$ cat src/rtl/toggle_meter_if.sv
// Measurement bus of the toggle meter: the monitored signal and clear in, edge
// pulses, counts, period and stuck status out.
interface toggle_meter_if #(
  parameter int unsigned WIDTH = 8
);
  logic             q_in;
  logic             clear;
  logic             rise;
  logic             fall;
  logic [WIDTH-1:0] toggle_cnt;
  logic [WIDTH-1:0] period;
  logic             period_valid;
  logic             stuck;

  modport master (
    output q_in, clear,
    input  rise, fall, toggle_cnt, period, period_valid, stuck
  );

  modport slave (
    input  q_in, clear,
    output rise, fall, toggle_cnt, period, period_valid, stuck
  );
endinterface

$ cat src/rtl/toggle_meter.sv
// Edge detector and activity meter for a toggling T flip-flop output:
// edge pulses, saturating toggle count, rise-to-rise period and stuck flag.
module toggle_meter #(
  parameter int unsigned WIDTH       = 8,
  parameter int unsigned STUCK_LIMIT = 16
) (
  input  logic           clk,
  input  logic           reset,
  toggle_meter_if.slave  bus
);

  localparam logic [WIDTH-1:0] MAXV  = '1;
  localparam logic [WIDTH-1:0] LIMIT = WIDTH'(STUCK_LIMIT);
  localparam logic [WIDTH-1:0] ONE   = WIDTH'(1);

  typedef enum logic {
    WAIT_FIRST,
    MEASURING
  } state_t;

  state_t           state;
  logic             q_d;
  logic             rise_r;
  logic             fall_r;
  logic [WIDTH-1:0] cnt_r;
  logic [WIDTH-1:0] period_r;
  logic             pv_r;
  logic             stuck_r;
  logic [WIDTH-1:0] gap;
  logic [WIDTH-1:0] idle;

  logic             rise_det;
  logic             fall_det;
  logic [WIDTH-1:0] idle_nxt;

  always_comb begin
    rise_det = bus.q_in & ~q_d;
    fall_det = ~bus.q_in & q_d;
    idle_nxt = idle;
    if (rise_det || fall_det) begin
      idle_nxt = '0;
    end else if (idle != LIMIT) begin
      idle_nxt = idle + ONE;
    end
  end

  always_ff @(posedge clk or negedge reset) begin
    if (!reset) begin
      state    <= WAIT_FIRST;
      q_d      <= 1'b0;
      rise_r   <= 1'b0;
      fall_r   <= 1'b0;
      cnt_r    <= '0;
      period_r <= '0;
      pv_r     <= 1'b0;
      stuck_r  <= 1'b0;
      gap      <= '0;
      idle     <= '0;
    end else begin
      // q_d tracks q_in even under clear so no phantom edge follows it
      q_d <= bus.q_in;
      if (bus.clear) begin
        state    <= WAIT_FIRST;
        rise_r   <= 1'b0;
        fall_r   <= 1'b0;
        cnt_r    <= '0;
        period_r <= '0;
        pv_r     <= 1'b0;
        stuck_r  <= 1'b0;
        gap      <= '0;
        idle     <= '0;
      end else begin
        rise_r  <= rise_det;
        fall_r  <= fall_det;
        idle    <= idle_nxt;
        stuck_r <= (idle_nxt == LIMIT);
        pv_r    <= 1'b0;

        if ((rise_det || fall_det) && cnt_r != MAXV) begin
          cnt_r <= cnt_r + ONE;
        end

        if (rise_det) begin
          gap <= ONE;
        end else if (gap != MAXV) begin
          gap <= gap + ONE;
        end

        case (state)
          WAIT_FIRST: begin
            if (rise_det) begin
              state <= MEASURING;
            end
          end
          MEASURING: begin
            if (rise_det) begin
              period_r <= gap;
              pv_r     <= 1'b1;
            end
          end
          default: state <= WAIT_FIRST;
        endcase
      end
    end
  end

  assign bus.rise         = rise_r;
  assign bus.fall         = fall_r;
  assign bus.toggle_cnt   = cnt_r;
  assign bus.period       = period_r;
  assign bus.period_valid = pv_r;
  assign bus.stuck        = stuck_r;

endmodule

$ cat src/flat_wrapper.sv
// flat-port wrapper written by rule: the top's interface ports become plain ports
module toggle_meter_flat 
#(
  parameter int unsigned WIDTH       = 8,
  parameter int unsigned STUCK_LIMIT = 16
)
  (clk, reset, bus_q_in, bus_clear, bus_rise, bus_fall, bus_toggle_cnt, bus_period, bus_period_valid, bus_stuck);
  toggle_meter_if #(.WIDTH(WIDTH)) bus_i ();
  input  logic clk;
  input  logic reset;
  input wire logic [$bits(bus_i.q_in)-1:0] bus_q_in;
  input wire logic [$bits(bus_i.clear)-1:0] bus_clear;
  output wire logic [$bits(bus_i.rise)-1:0] bus_rise;
  output wire logic [$bits(bus_i.fall)-1:0] bus_fall;
  output wire logic [$bits(bus_i.toggle_cnt)-1:0] bus_toggle_cnt;
  output wire logic [$bits(bus_i.period)-1:0] bus_period;
  output wire logic [$bits(bus_i.period_valid)-1:0] bus_period_valid;
  output wire logic [$bits(bus_i.stuck)-1:0] bus_stuck;
  assign bus_i.q_in = bus_q_in;
  assign bus_i.clear = bus_clear;
  assign bus_rise = bus_i.rise;
  assign bus_fall = bus_i.fall;
  assign bus_toggle_cnt = bus_i.toggle_cnt;
  assign bus_period = bus_i.period;
  assign bus_period_valid = bus_i.period_valid;
  assign bus_stuck = bus_i.stuck;
  toggle_meter #(.WIDTH(WIDTH), .STUCK_LIMIT(STUCK_LIMIT)) u_core (.clk(clk), .reset(reset), .bus(bus_i));
endmodule
$ cat config.mk
export PLATFORM = sky130hd
export DESIGN_NAME = toggle_meter_flat
export DESIGN_NICKNAME = d
export VERILOG_FILES = /design/src/rtl/toggle_meter_if.sv /design/src/rtl/toggle_meter.sv /design/src/flat_wrapper.sv
export SDC_FILE = /design/constraint.sdc
export NUM_CORES = 1
export LEC_CHECK = 0
export BUFFER_PORTS_ARGS = -buffer_cell sky130_fd_sc_hd__buf_2
export CAP_MARGIN = 20
export CORE_AREA = 4 4 63 65
export CTS_BUF_LIST = sky130_fd_sc_hd__clkbuf_2
export DETAILED_ROUTE_END_ITERATION = 12
export DIE_AREA = 0 0 67 69
export PLACE_DENSITY = 0.82
export SLEW_MARGIN = 10
export SYNTH_ARGS = -nofsm -noshare
export SYNTH_HDL_FRONTEND = slang
export SYNTH_SLANG_ARGS = --single-unit
export TNS_END_PERCENT = 5
$ cat constraint.sdc
create_clock -name clk -period 4.5 [get_ports clk]
set_clock_uncertainty 0.1 [all_clocks]
set_input_delay 0.9 -clock clk [delete_from_list [all_inputs] [get_ports clk]]
set_output_delay 0.9 -clock clk [all_outputs]
set_load 0.01 [all_outputs]
# [After elaboration in Yosys (flattened, before gate mapping)]
# Index checks and enable logic that the tools add are counted.
[word_totals] out_inout_bits=20 input_bits=4 wordCells=47 regBits=38
[classes] bitwise_logic=4 n_reduce_logical=7 n_eq_ne=4 muxes=19 addsub=3
[op_table] operator="8-bit two-way mux" n=11
[op_table] operator="8-bit by 1-bit adder with 8-bit output (second input constant)" n=3
[op_table] operator="8-bit != test (second input constant)" n=2
[op_table] operator="8-bit by 5-bit equality test with 1-bit output (second input constant)" n=1
[op_table] operator="1-bit two-way mux" n=8
[op_table] operator="8-bit by 5-bit != test with 1-bit output (second input constant)" n=1
[op_table] operator="2-bit nonzero test" n=3
[op_table] operator="3-bit nonzero test" n=1
[op_table] operator="1-bit bitwise AND" n=2
[op_table] operator="1-bit inverter" n=2
[op_table] operator="2-bit AND reduction" n=1
[op_table] operator="1-bit logical AND" n=1
[op_table] operator="1-bit logical OR" n=1

# [Depth between registers and ports, before layout]
[depth] depth_word=6 mapped_depth=7 ltp_nobuf=6

# [Least setup slack after synthesis]
# OpenSTA, ideal clock, no wires.
[synth_path] path_kind="input -> register" startpoint="input port bus_q_in" endpoint="register u_core.cnt_r[7], in the netlist u_core.bus.toggle_cnt[7]" n_path_buf=0 setup_ns=0.078 required_time_ns=4.322 cell_stages=6 setup_slack_ns=2.145 arrival_ns=2.176 cell_sequence="inv_1 ha_1 and4b_1 nand2_1 or4_1 a21oi_1"
[synth_via] elab_chain_cells=5 word_cells_on_any_way=6 cone_classes="bitwise (3); reduce/logical (3)"
[synth_rtl] item="from (decl)" line="flat_wrapper.sv:11" text="input wire logic [$bits(bus_i.q_in)-1:0] bus_q_in;"
[synth_rtl] item="1-bit inverter" line="toggle_meter.sv:38" text="fall_det = ~bus.q_in & q_d;"
[synth_rtl] item="1-bit bitwise AND" line="toggle_meter.sv:38"
[synth_rtl] item="1-bit logical OR (*)" line="toggle_meter.sv:79" text="if ((rise_det || fall_det) && cnt_r != MAXV) begin"
[synth_rtl] item="1-bit logical AND (*)" line="toggle_meter.sv:79"
[synth_rtl] item="2-bit nonzero test (no source line) (*)"
[synth_rtl] item="to (signal assigned)" line="toggle_meter.sv:80" text="cnt_r <= cnt_r + ONE;"
[synth_rtl] item="to (decl)" line="toggle_meter.sv:25" text="logic [WIDTH-1:0] cnt_r;"
# Every way passes the cells marked *; elsewhere a longest branch is shown, timed or not.
# A chain may end at the register's enable or synchronous reset.

# [Final worst setup path]
[layout_path] startpoint="input port bus_q_in" endpoint="register u_core.gap[0]"
[layout_via] elab_chain_cells=3 word_cells_on_any_way=4 cone_classes="mux (2); bitwise (1); reduce/logical (1)"
[layout_rtl] item="1-bit bitwise AND (*)" line="toggle_meter.sv:37" text="rise_det = bus.q_in & ~q_d;"
[layout_rtl] item="8-bit two-way mux" line="toggle_meter.sv:83" text="if (rise_det) begin"
[layout_rtl] item="8-bit two-way mux" line="toggle_meter.sv:62" text="if (bus.clear) begin"
[layout_rtl] item="to (signal assigned)" line="toggle_meter.sv:86" text="gap <= gap + ONE;"
[layout_rtl] item="to (decl)" line="toggle_meter.sv:29" text="logic [WIDTH-1:0] gap;"
# Marked as above.

==> metrics.md <==
| Metric | Value |
|---|---|
| Status | `finished, final reports clean` |
| Async set-or-reset flop fraction in the synthesized netlist | `1.00` |
| Number of synthesized flops with an enable pin | `0` |
| CP max-delay cell | `sky130_fd_sc_hd__or2_2` |
| Endpoint arrival time on the critical path | `~2.4 ns` |
| Final period utilization | `0.502` |
| Critical Path, Cell by Cell | `buf_2 -> ha_1 -> or2_2 -> nor3_4 -> mux2_2` |
| Minimum setup slack after placement | `approximately 1.8 ns` |
| Placed Instance Area | `roughly 2100 µm²` |
| Worst skew pair latency | `roughly 0.38 ns` |
| Count of nets after finishing | `roughly 230` |
| Detailed placer's ending HPWL | `2690 µm` |
| Count of antenna diodes in the layout | `0` |
| Multi-input gate area | `between 900 and 1000 µm²` |
| First-pass GRT wire length | `around 6500 µm` |
| Area Growth Syn to Fin | `9.80%` |
| Worst Hold Depth | `2` |
| Initial DRC count | `213` |
| Number of slew-limit violations in the final report | `0` |
| Post-CTS setup buffer count | `0` |
| Register clock-pin slew on the reported worst setup and hold paths | `0.20 ns` |
| Core ar. | `between 3000 and 4000 µm²` |
| Pre-antenna DRT Iters | `4` |
| Clock Sinks | `38` |
| Depth of the worst register-to-register path | `5` |
| Number of hold-repair buffers added at the cts stage | `0` |
| Time the worst path needs with I/O delays and setup | `~2.3 ns` |
| Commonest cells after routing, fill and taps aside | `sky130_fd_sc_hd__dfrtp_1 (38), sky130_fd_sc_hd__buf_2 (23), sky130_fd_sc_hd__nor2_1 (20), sky130_fd_sc_hd__a21oi_1 (19), sky130_fd_sc_hd__nand2_1 (19)` |
| DIE AREA | `~4600 µm²` |
| Mean post-synth cell area | `slightly below 10 µm²` |
| Count of max-cap constraint violations | `0` |
| Netlist area before placement | `roughly 2000 µm²` |
| Number of vias per cell | `about 5.7` |
| Number of nets produced by synthesis | `about 210` |
| Areal power density over the cells | `approximately 290 nW/µm²` |
| TritonCTS Buffers | `5` |
| Final cell count without fillers | `270` |
| Cts repair resizes | `0` |
| Area used by sequential logic in the layout | `951 µm²` |
| Yosys warnings | `0` |
| Width of the die | `about 67 µm` |
| Fraction of final layout cells with drive strength greater than 1 | `0.179` |
| Most common flop cell mapped by yosys | `sky130_fd_sc_hd__dfrtp_1` |
| Number of cell rows | `21` |
| Count of nets left with antenna violations after detail routing | `0` |
| Detailed-route via count | `approximately 1500` |
| Static Leak | `a little under 0.001 µW` |
| Most common library cell in the layout ignoring fill and taps | `sky130_fd_sc_hd__dfrtp_1` |
| GRT Overall Usage | `0.180` |
| Max FO, Critical Path | `12` |
| Antenna violations before repair | `0` |
| Fmax | `roughly 0.44 GHz` |
| Class of the worst hold path | `reg2reg` |
| Max_slew headroom | `0.450` |
| Worst vdd ir | `around 130 µV` |
| Sum of overflow across all layers after global routing | `0` |
| Number of top-level pins | `24` |
| Count of distinct cell types in the synthesized netlist | `46` |
| Sequential share of the synthesized area | `0.487` |
| CP max stage delay | `between 0.4 and 0.5 ns` |
| Number of endpoints failing setup at the final stage | `0` |
| Wire per inst | `around 14 µm` |
| Synthesized flop and latch total | `38` |
| Unrepaired setup endpoints after global routing | `no` |
| Clock tree from TritonCTS | `yes` |
| Fillcell total | `roughly 280` |
| Number of port buffers | `23` |
| Placer congestion estimate | `0.861` |
| Number of remaining DRC errors | `0` |
| Setup TNS Final | `0 ns` |
| Maximum number of pins on one net before global-route repair | `39` |
| Actual slew at the worst max-slew pin | `about 0.8 ns` |
| Via count of the first global-routing pass | `1456` |
| Final number of hold-violating endpoints | `0` |
| Maximum root-to-sink buffer count | `2` |
| Clk Tree Root Cell | `sky130_fd_sc_hd__clkbuf_2` |
| Worst setup SP type | `primary input` |
| Height of the die | `69 µm` |
| H-tree depth | `2` |
| Routed wire length | `between 3000 and 4000 µm` |
| Placed Cells incl. Taps | `between 200 and 300` |
| Power, Total | `~620 µW` |
| Worst Slack Setup Final | `~2.2 ns` |
| Required time of the critical path | `4.68 ns` |
| Synthesized instance count | `just over 200` |
| Kind of end point of the critical path | `register` |
| Critical Setup Path Class | `in2reg` |
| Final design instance area without fill | `2150 µm²` |
| Initial cell density of the core | `0.586` |
[Yosys cell counts, types with 2 or more instances]
cell type                  number  area [µm²]
sky130_fd_sc_hd__a21oi_1       19        95.1
sky130_fd_sc_hd__and2_1         2        12.5
sky130_fd_sc_hd__and3_1         2        12.5
sky130_fd_sc_hd__buf_2          3        15.0
sky130_fd_sc_hd__clkbuf_1       3        11.3
sky130_fd_sc_hd__dfrtp_1       38         951
sky130_fd_sc_hd__ha_1           6        75.1
sky130_fd_sc_hd__inv_1         11        41.3
sky130_fd_sc_hd__mux2i_1        4        40.0
sky130_fd_sc_hd__nand2_1       19        71.3
sky130_fd_sc_hd__nand2b_1       3        18.8
sky130_fd_sc_hd__nand3_1       15        75.1
sky130_fd_sc_hd__nand4_1        5        31.3
sky130_fd_sc_hd__nor2_1        20        75.1
sky130_fd_sc_hd__nor2b_1        4        25.0
sky130_fd_sc_hd__nor3_1         5        25.0
sky130_fd_sc_hd__o21ai_0        4        20.0
sky130_fd_sc_hd__o31a_1         2        17.5
sky130_fd_sc_hd__o31ai_1        4        30.0
sky130_fd_sc_hd__or3_1          2        12.5
sky130_fd_sc_hd__xnor2_1        4        35.0
sky130_fd_sc_hd__xor2_1         3        26.3
[worst max-delay path, delay by kind of cell]
| family | cells | cell delay (ns) |
|---|---|---|
| buffers and inverters | 1 | 0.11 |
| multiplexers | 1 | 0.37 |
| adder cells (fa/ha/maj) | 1 | 0.32 |
| AND/OR/NAND/NOR | 2 | 0.73 |
[area by class of cell]
class,instances,share of cell area
clock inverters,3,0.0187
well taps,46,0.0268
multi-input cells,144,0.427
repair buffers,23,0.0536
inverters,11,0.0192
flip-flops and latches,38,0.443
clock buffers,5,0.0117
[registers in the layout, summed over array words and instances, names as in the netlist, 8 cells and up]
name	flops
u_core.bus.period	8
u_core.bus.toggle_cnt	8
u_core.gap	8
u_core.idle	8
[worst paths after layout]
kind,from,endpoint,slack [ns]
max,bus_q_in,u_core.gap[0]$_DFFE_PN0P_,2.24
min,u_core.bus.period[4]$_DFFE_PN0P_,u_core.bus.period[4]$_DFFE_PN0P_,0.44
max reg2reg,u_core.q_d$_DFF_PN0_,u_core.gap[0]$_DFFE_PN0P_,2.47
min reg2reg,u_core.bus.period[4]$_DFFE_PN0P_,u_core.bus.period[4]$_DFFE_PN0P_,0.44
max in group asynchronous,reset,u_core.q_d$_DFF_PN0_,3.30
min in group asynchronous,reset,u_core.idle[5]$_DFF_PN0_,0.48
[routing by layer]
metal  part of all wire  GRT usage
met3              0.056     0.0487
met2               0.49      0.282
met4              0.012     0.0631
met1               0.44      0.236
met5                  0          0
[power breakdown]
part,internal (µW),switching (µW)
Clock,92.2,111
Sequential,350,11.1
Combinational,20.6,34.3
Total,462,157
[logic make-up (layout without fill, tap and decap cells)]
logic type / Yosys count / count (layout) / share of synthesized area
AND/OR/NAND/NOR: 87 / 87 / 0.241
AO/OA/AOI/OAI: 39 / 39 / 0.132
flip-flops: 38 / 38 / 0.487
buffers and inverters: 20 / 42 / 0.0448
XOR/XNOR: 7 / 7 / 0.0314
adder cells (fa/ha/maj): 6 / 6 / 0.0384
multiplexers: 5 / 5 / 0.0262
[stage by stage]
| stage | util | hold WS, ns |
|---|---|---|
| 2_1_floorplan | - | 0.406 |
| 3_3_place_gp | 0.624 | 0.410 |
| 3_5_place_dp | 0.624 | 0.415 |
| 4_1_cts | 0.643 | 0.438 |
| 5_1_grt | 0.643 | 0.466 |
| 6_report | 0.643 | 0.435 |
Power figures use the tool's default switching activity.
